File: src/rtl/sd_pkg.sv
// Shared types and constants for the Sudoku solver host driver.
package sd_pkg;

    localparam int CELLS           = 81;
    localparam int CELL_W          = 4;
    localparam int ADDR_W          = 7;
    localparam int MAX_BLANK_DEF   = 15;
    localparam int TIMEOUT_CYC_DEF = 2000;
    localparam int NO_SOL_CODE_DEF = 10;

    typedef enum logic [2:0] {
        ST_IDLE = 3'd0,
        ST_SEND = 3'd1,
        ST_WAIT = 3'd2,
        ST_RECV = 3'd3,
        ST_DONE = 3'd4
    } state_t;

    // True when a value is a legal filled-in Sudoku digit.
    function automatic logic is_digit(input logic [CELL_W-1:0] v);
        return (v >= 4'd1) && (v <= 4'd9);
    endfunction

    // True when a cell index addresses a real grid cell.
    function automatic logic addr_ok(input logic [ADDR_W-1:0] a);
        return a < 7'd81;
    endfunction

endpackage

File: src/rtl/sd_grid_ram.sv
// 81 x 4-bit puzzle store: one write port, combinational stream and readback ports.
// Contents are deliberately not reset; out-of-range reads return zero.
module sd_grid_ram import sd_pkg::*; (
    input  logic              clk,
    input  logic              we,
    input  logic [ADDR_W-1:0] waddr,
    input  logic [CELL_W-1:0] wdata,
    input  logic [ADDR_W-1:0] stream_addr,
    output logic [CELL_W-1:0] stream_data,
    input  logic [ADDR_W-1:0] rb_addr,
    output logic [CELL_W-1:0] rb_data
);

    logic [CELL_W-1:0] mem_r [CELLS];

    // Single write port; writes to indices past the grid are dropped.
    always_ff @(posedge clk) begin
        if (we && addr_ok(waddr)) begin
            mem_r[waddr] <= wdata;
        end
    end

    // Stream read port feeding the outgoing cell register.
    always_comb begin
        stream_data = 4'd0;
        if (addr_ok(stream_addr)) begin
            stream_data = mem_r[stream_addr];
        end else begin
            stream_data = 4'd0;
        end
    end

    // Readback port feeding the registered rd_data output.
    always_comb begin
        rb_data = 4'd0;
        if (addr_ok(rb_addr)) begin
            rb_data = mem_r[rb_addr];
        end else begin
            rb_data = 4'd0;
        end
    end

endmodule

File: src/rtl/sd_host.sv
// Host-side driver for the Sudoku solver stream: streams the 81-cell puzzle,
// collects the answers for the blank cells and writes them back in order.
module sd_host import sd_pkg::*; #(
    parameter int MAX_BLANK   = MAX_BLANK_DEF,
    parameter int TIMEOUT_CYC = TIMEOUT_CYC_DEF,
    parameter int NO_SOL_CODE = NO_SOL_CODE_DEF
) (
    input  logic              clk,
    input  logic              rst,
    input  logic              load_en,
    input  logic [ADDR_W-1:0] load_addr,
    input  logic [CELL_W-1:0] load_data,
    input  logic              start,
    input  logic [ADDR_W-1:0] rd_addr,
    output logic [CELL_W-1:0] rd_data,
    output logic              sd_in_valid,
    output logic [CELL_W-1:0] sd_in,
    input  logic              sd_out_valid,
    input  logic [CELL_W-1:0] sd_out,
    output logic              busy,
    output logic              done,
    output logic              no_sol,
    output logic              err,
    output logic              timeout
);

    localparam int LIST_W = $clog2(MAX_BLANK);
    localparam int TMO_W  = $clog2(TIMEOUT_CYC + 1);

    state_t            state_r;
    logic [ADDR_W-1:0] send_idx_r;
    logic [ADDR_W-1:0] blank_cnt_r;
    logic [ADDR_W-1:0] ans_cnt_r;
    logic [TMO_W-1:0]  tmo_cnt_r;
    logic [ADDR_W-1:0] pos_r [MAX_BLANK];
    logic              first_nosol_r;

    logic              sd_in_valid_r;
    logic [CELL_W-1:0] sd_in_r;
    logic              busy_r;
    logic              done_r;
    logic              no_sol_r;
    logic              err_r;
    logic              timeout_r;
    logic [CELL_W-1:0] rd_data_r;

    logic              we_s;
    logic [ADDR_W-1:0] waddr_s;
    logic [CELL_W-1:0] wdata_s;
    logic [ADDR_W-1:0] stream_addr_s;
    logic [CELL_W-1:0] stream_data_s;
    logic [CELL_W-1:0] rb_data_s;
    logic [CELL_W-1:0] first_cell_s;
    logic [ADDR_W-1:0] ans_idx_s;
    logic [ADDR_W-1:0] ans_pos_s;
    logic              ans_in_list_s;
    logic              ans_nosol_s;
    logic              ans_bad_s;

    sd_grid_ram u_ram (
        .clk         (clk),
        .we          (we_s),
        .waddr       (waddr_s),
        .wdata       (wdata_s),
        .stream_addr (stream_addr_s),
        .stream_data (stream_data_s),
        .rb_addr     (rd_addr),
        .rb_data     (rb_data_s)
    );

    assign sd_in_valid = sd_in_valid_r;
    assign sd_in       = sd_in_r;
    assign busy        = busy_r;
    assign done        = done_r;
    assign no_sol      = no_sol_r;
    assign err         = err_r;
    assign timeout     = timeout_r;
    assign rd_data     = rd_data_r;

    // Stream address looks one cell ahead of the cell currently on sd_in.
    always_comb begin
        stream_addr_s = 7'd0;
        if (state_r == ST_SEND) begin
            stream_addr_s = send_idx_r + 7'd1;
        end else begin
            stream_addr_s = 7'd0;
        end
    end

    // Cell 0 for the start edge, forwarding a same-cycle load of cell 0.
    always_comb begin
        first_cell_s = stream_data_s;
        if (load_en && (load_addr == 7'd0)) begin
            first_cell_s = load_data;
        end else begin
            first_cell_s = stream_data_s;
        end
    end

    // Classify the answer presented this cycle and find its target cell.
    always_comb begin
        ans_idx_s = 7'd0;
        ans_pos_s = 7'd0;
        if (state_r == ST_RECV) begin
            ans_idx_s = ans_cnt_r;
        end else begin
            ans_idx_s = 7'd0;
        end
        ans_in_list_s = (ans_idx_s < blank_cnt_r) && (ans_idx_s < ADDR_W'(MAX_BLANK));
        if (ans_idx_s < ADDR_W'(MAX_BLANK)) begin
            ans_pos_s = pos_r[ans_idx_s[LIST_W-1:0]];
        end else begin
            ans_pos_s = 7'd0;
        end
        ans_nosol_s = (ans_idx_s == 7'd0) && (sd_out == CELL_W'(NO_SOL_CODE));
        ans_bad_s   = !is_digit(sd_out) && !ans_nosol_s;
    end

    // RAM write port: loads while idle, answer write-back while receiving.
    always_comb begin
        we_s    = 1'b0;
        waddr_s = load_addr;
        wdata_s = load_data;
        case (state_r)
            ST_IDLE: begin
                if (load_en) begin
                    we_s = 1'b1;
                end else begin
                    we_s = 1'b0;
                end
            end
            ST_WAIT, ST_RECV: begin
                waddr_s = ans_pos_s;
                wdata_s = sd_out;
                if (sd_out_valid && ans_in_list_s && is_digit(sd_out)) begin
                    we_s = 1'b1;
                end else begin
                    we_s = 1'b0;
                end
            end
            default: begin
                we_s = 1'b0;
            end
        endcase
    end

    // Control FSM with counters, blank position list and registered outputs.
    always_ff @(posedge clk) begin
        if (rst) begin
            state_r       <= ST_IDLE;
            send_idx_r    <= 7'd0;
            blank_cnt_r   <= 7'd0;
            ans_cnt_r     <= 7'd0;
            tmo_cnt_r     <= '0;
            first_nosol_r <= 1'b0;
            sd_in_valid_r <= 1'b0;
            sd_in_r       <= 4'd0;
            busy_r        <= 1'b0;
            done_r        <= 1'b0;
            no_sol_r      <= 1'b0;
            err_r         <= 1'b0;
            timeout_r     <= 1'b0;
            rd_data_r     <= 4'd0;
            for (int i = 0; i < MAX_BLANK; i++) begin
                pos_r[i] <= 7'd0;
            end
        end else begin
            done_r    <= 1'b0;
            rd_data_r <= rb_data_s;
            case (state_r)
                ST_IDLE: begin
                    if (start) begin
                        state_r       <= ST_SEND;
                        busy_r        <= 1'b1;
                        no_sol_r      <= 1'b0;
                        err_r         <= 1'b0;
                        timeout_r     <= 1'b0;
                        sd_in_valid_r <= 1'b1;
                        sd_in_r       <= first_cell_s;
                        send_idx_r    <= 7'd0;
                        blank_cnt_r   <= 7'd0;
                        ans_cnt_r     <= 7'd0;
                        tmo_cnt_r     <= '0;
                        first_nosol_r <= 1'b0;
                    end
                end
                ST_SEND: begin
                    if (sd_in_r == 4'd0) begin
                        blank_cnt_r <= blank_cnt_r + 7'd1;
                        if (blank_cnt_r < ADDR_W'(MAX_BLANK)) begin
                            pos_r[blank_cnt_r[LIST_W-1:0]] <= send_idx_r;
                        end else begin
                            err_r <= 1'b1;
                        end
                    end
                    if (send_idx_r == 7'd80) begin
                        sd_in_valid_r <= 1'b0;
                        sd_in_r       <= 4'd0;
                        tmo_cnt_r     <= TMO_W'(1);
                        state_r       <= ST_WAIT;
                    end else begin
                        send_idx_r <= send_idx_r + 7'd1;
                        sd_in_r    <= stream_data_s;
                    end
                end
                ST_WAIT: begin
                    if (sd_out_valid) begin
                        ans_cnt_r <= 7'd1;
                        if (ans_nosol_s) begin
                            first_nosol_r <= 1'b1;
                        end
                        if (ans_bad_s) begin
                            err_r <= 1'b1;
                        end
                        state_r <= ST_RECV;
                    end else if (tmo_cnt_r == TMO_W'(TIMEOUT_CYC - 1)) begin
                        timeout_r <= 1'b1;
                        done_r    <= 1'b1;
                        state_r   <= ST_DONE;
                    end else begin
                        tmo_cnt_r <= tmo_cnt_r + TMO_W'(1);
                    end
                end
                ST_RECV: begin
                    if (sd_out_valid) begin
                        if (ans_cnt_r != 7'd127) begin
                            ans_cnt_r <= ans_cnt_r + 7'd1;
                        end
                        if (ans_bad_s) begin
                            err_r <= 1'b1;
                        end
                    end else begin
                        done_r  <= 1'b1;
                        state_r <= ST_DONE;
                        if ((ans_cnt_r == 7'd1) && first_nosol_r) begin
                            no_sol_r <= 1'b1;
                        end else if (first_nosol_r || (ans_cnt_r != blank_cnt_r)) begin
                            err_r <= 1'b1;
                        end
                    end
                end
                ST_DONE: begin
                    busy_r  <= 1'b0;
                    state_r <= ST_IDLE;
                end
                default: begin
                    busy_r        <= 1'b0;
                    sd_in_valid_r <= 1'b0;
                    sd_in_r       <= 4'd0;
                    state_r       <= ST_IDLE;
                end
            endcase
        end
    end

endmodule

File: config.mk
export PLATFORM = sky130hd
export DESIGN_NAME = sd_host
export DESIGN_NICKNAME = d
export VERILOG_FILES = /design/src/rtl/sd_pkg.sv /design/src/rtl/sd_grid_ram.sv /design/src/rtl/sd_host.sv
export SDC_FILE = /design/constraint.sdc
export NUM_CORES = 1
export LEC_CHECK = 0
export ABC_AREA = 1
export ABC_CLOCK_PERIOD_IN_PS = 5470
export CAP_MARGIN = 5
export CORE_UTILIZATION = 54
export DETAILED_ROUTE_END_ITERATION = 10
export PLACE_DENSITY_LB_ADDON = 0.15
export SKIP_LAST_GASP = 1
export SYNTH_ARGS = -nofsm -noshare
export SYNTH_HDL_FRONTEND = slang
export SYNTH_SLANG_ARGS = --single-unit
export TNS_END_PERCENT = 5
File: constraint.sdc
create_clock -name clk -period 5.47 [get_ports clk]
set_clock_uncertainty 0.1 [all_clocks]
set_input_delay 0.547 -clock clk [delete_from_list [all_inputs] [get_ports clk]]
set_output_delay 0.547 -clock clk [all_outputs]
set_load 0.01 [all_outputs]
==> impl_metrics.tcl <==
set metrics [dict create \
    outcome "completed" \
    finalSetupTns_ns 0 \
    start_util_pct 55.1 \
    syn_to_final_growth_pct 10.1 \
    placed_area_um2 25300 \
    drtIter0Drc 3157 \
    drt_wl_total_um 82000 \
    vias 21600 \
    clk_latency_ns 0.62 \
    worst_setup_path_end_kind "register" \
    die_w_um 215 \
    grtUsageMet3_pct 6.16 \
    place.detailed.hpwl_um 52800 \
    finish.instance_area_um2 26900 \
    numCtsBuffers 51 \
    die_area_um2 46200 \
    period_share_pct 84.8 \
    critPathKind "register to register" \
    synth.avg_cell_area_um2 8.81 \
    min_period_ns 4.64 \
    path_clk_slew_ns 0.06 \
    core_um2 44400 \
    p_per_area_nw_per_um2 434 \
    postCtsSetupBuffers 0 \
    grt_pass1_vias 20500 \
    leakagePower_nw 9.75 \
    tightest_slew_ns 1.20 \
    via_per_inst 6.39 \
    crit_required_ns 5.62 \
    drive_gt1_share_pct 5.45 \
    fin_ws_ns 0.829 \
    grt-ovfl-total 0 \
    cts_resized 0 \
    hold_class "register to register" \
    drv_cap 0 \
    synth_warnings 0 \
    synthArstFlopShare_pct 0 \
    std_cell_rows 77 \
    synth.distinct_cells 47 \
    whs_ns 0.351 \
    drc 0 \
    grt_use_met1_pct 48.0 \
    place_inst 3287 \
    vdd_ir_drop_max_uv 419 \
    path_cells "inv_2 > nand2_2 > nor2_2 > buf_4 > nand2_1 > nand3_1 > nand2_1 > inv_1 > nand2_1 > nand2_1 > nand3_1 > nand2_1 > inv_1 > nand2_1 > nor2_1 > nand2_4 > nand4_2 > nor2_1" \
    portBuffers 40 \
    h-tree-depth 2 \
    ff2ff_setup_slack_ns 0.83 \
    arrival_ns 4.80 \
    postRouteAntennaNets 0 \
    fillers 3798 \
    drv_slew 0 \
    synth_seq_area_share_pct 57.6 \
    ys.flop_type "edfxtp_1" \
    slew_headroom_pct 19.6 \
    synthCells 2778 \
    cts_hold_buf 0 \
    grt_first_pass_wirelength_um 124000 \
    hold_violations 0 \
    grt_use_met2_pct 55.0 \
    rsz0062_at_grt "no" \
    synth-edff-count 436 \
    top_usage_layer "met2" \
    grt_max_degree 102 \
    cts_tree "yes" \
    gp_congestion 0.952 \
    clockBufferDepth 3 \
    max_stage_delay_ns 0.76 \
    syn-num-nets 2816 \
    grt.total_usage_pct 35.3 \
    die_h_um 215 \
    routedWlPerCell_um 24.3 \
    netlist_area_um2 24500 \
    max_freq_mhz 215 \
    clockRootBuffer "clkbuf_16" \
    critPathMostFrequentCell "nand2_1" \
    diodes 0 \
    cts.sinks 486 \
    start_kind "register" \
    post-place-ws_ns 1.03 \
    crit_slowest_cell "nor2_2" \
    antenna_found_initial 2 \
    num_io_pins 41 \
    dr.pass1.iters 6 \
    final-setup-viol-count 0 \
    critPathMaxFanout 20 \
    finalNonFillerCells 3380 \
    nNetsFinal 2786 \
    synth-seq-cells 486 \
]
## registers in the layout, indices dropped and copies added (netlist names), 3 cells and up
register	flops
sd_in	4
state_r	3
blank_cnt_r	7
send_idx_r	7
u_ram.mem_r	324
rd_data	4
pos_r	112
ans_cnt_r	7
tmo_cnt_r	11
## cells in the final DEF (no fill, tap or decap), types with 6 or more instances in the layout
cell | netlist | routed
nand2_2 | 4 | 7
a211oi_1 | 9 | 9
edfxtp_1 | 436 | 436
dfxtp_1 | 50 | 49
o21bai_1 | 6 | 6
nor2_2 | 6 | 6
nor3_1 | 25 | 25
clkinvlp_4 | 0 | 7
clkinv_1 | 7 | 14
a21oi_1 | 141 | 141
clkdlybuf4s50_1 | 0 | 37
o221ai_1 | 11 | 11
clkinv_2 | 0 | 8
ha_1 | 11 | 11
a31oi_1 | 7 | 7
nand2_1 | 653 | 650
o2111ai_1 | 10 | 10
nor4_1 | 8 | 8
o22ai_1 | 39 | 39
nand3_1 | 291 | 289
o21ai_0 | 230 | 229
buf_4 | 4 | 35
o211ai_1 | 58 | 58
nor2_1 | 412 | 412
inv_2 | 5 | 6
inv_1 | 144 | 141
clkbuf_1 | 132 | 9
clkbuf_16 | 0 | 53
nand4_1 | 19 | 19
## through the flow
stage / util [%] / total power, W
final: 60.6 / 0.0117
after global routing: 60.6 / 0.0121
after CTS: 60.6 / 0.0116
after detailed placement: 57.0 / 0.00824
after global placement: 57.0 / 0.00822
after floorplan: - / 0.00688
## area by class of cell
class	count	area, µm²	share of cell area (%)
clock inverter	26	196	0.729
tap	592	741	2.75
clock buffer	67	1430	5.31
multi-input combinational	1977	9200	34.1
inverter	156	591	2.19
timing repair buffer	76	683	2.54
sequential	486	14100	52.3
## final timing paths
check | startpoint | to | depth (start not counted)
worst min register to register | tmo_cnt_r[10]$_SDFFE_PP0P_ | tmo_cnt_r[10]$_SDFFE_PP0P_ | 1
worst max-delay path | state_r[2]$_SDFFE_PP0P_ | u_ram.mem_r[20][3]$_DFFE_PP_ | 18
worst min-delay path | tmo_cnt_r[10]$_SDFFE_PP0P_ | tmo_cnt_r[10]$_SDFFE_PP0P_ | 1
worst max register to register | state_r[2]$_SDFFE_PP0P_ | u_ram.mem_r[20][3]$_DFFE_PP_ | 18
## cell usage after synthesis (all sizes together), types with 2 or more instances
cell,n,area share (%)
nor3b,2,0.061
o21ai,231,4.7
o2111ai,10,0.36
clkbuf,132,2.0
a21boi,3,0.092
dfxtp,50,4.1
nor3,25,0.51
o221ai,11,0.39
buf,27,0.55
o22ai,39,1.0
ha,11,0.56
o31ai,2,0.061
nand4,24,0.74
o211ai,58,1.8
inv,149,2.3
o21bai,6,0.18
nand2,658,10
nand3,294,6.1
a21oi,142,3.0
nor2,418,6.5
xor2,5,0.18
o21a,4,0.12
clkinv,7,0.11
a211oi,9,0.28
edfxtp,436,54
nor4,8,0.20
and3,2,0.051
a31oi,7,0.18
## cell families after synthesis
group | share of synthesized area [%]
and+or+nand+nor | 24.4
adders and majority gates | 0.563
xor gates and xnor gates | 0.179
AOI/OAI and AO/OA | 12.3
buffers and inverters | 4.97
DFF | 57.6
## report_power, final
group	total (W)	switching, W	internal [W]	leakage (nW)
clock	0.00342	0.00148	0.00193	0.780
combinational	0.00372	0.00283	0.000888	4.49
sequential	0.00456	0.000107	0.00445	4.48
total	0.0117	0.00442	0.00727	9.75
## metal layers
layer | share of wire [%] | wire length [µm]
met4 | 5.2 | 4280
met2 | 45 | 36600
met1 | 39 | 32200
met5 | 0 | 0
met3 | 11 | 8850
## critical path, delay by kind of cell, from the launching register on
kind,cells,cell delay [ns]
flops,1,0.39
simple gates,14,3.18
buf+inv,4,0.59
Note: power is estimated with default switching activity, not from simulation.
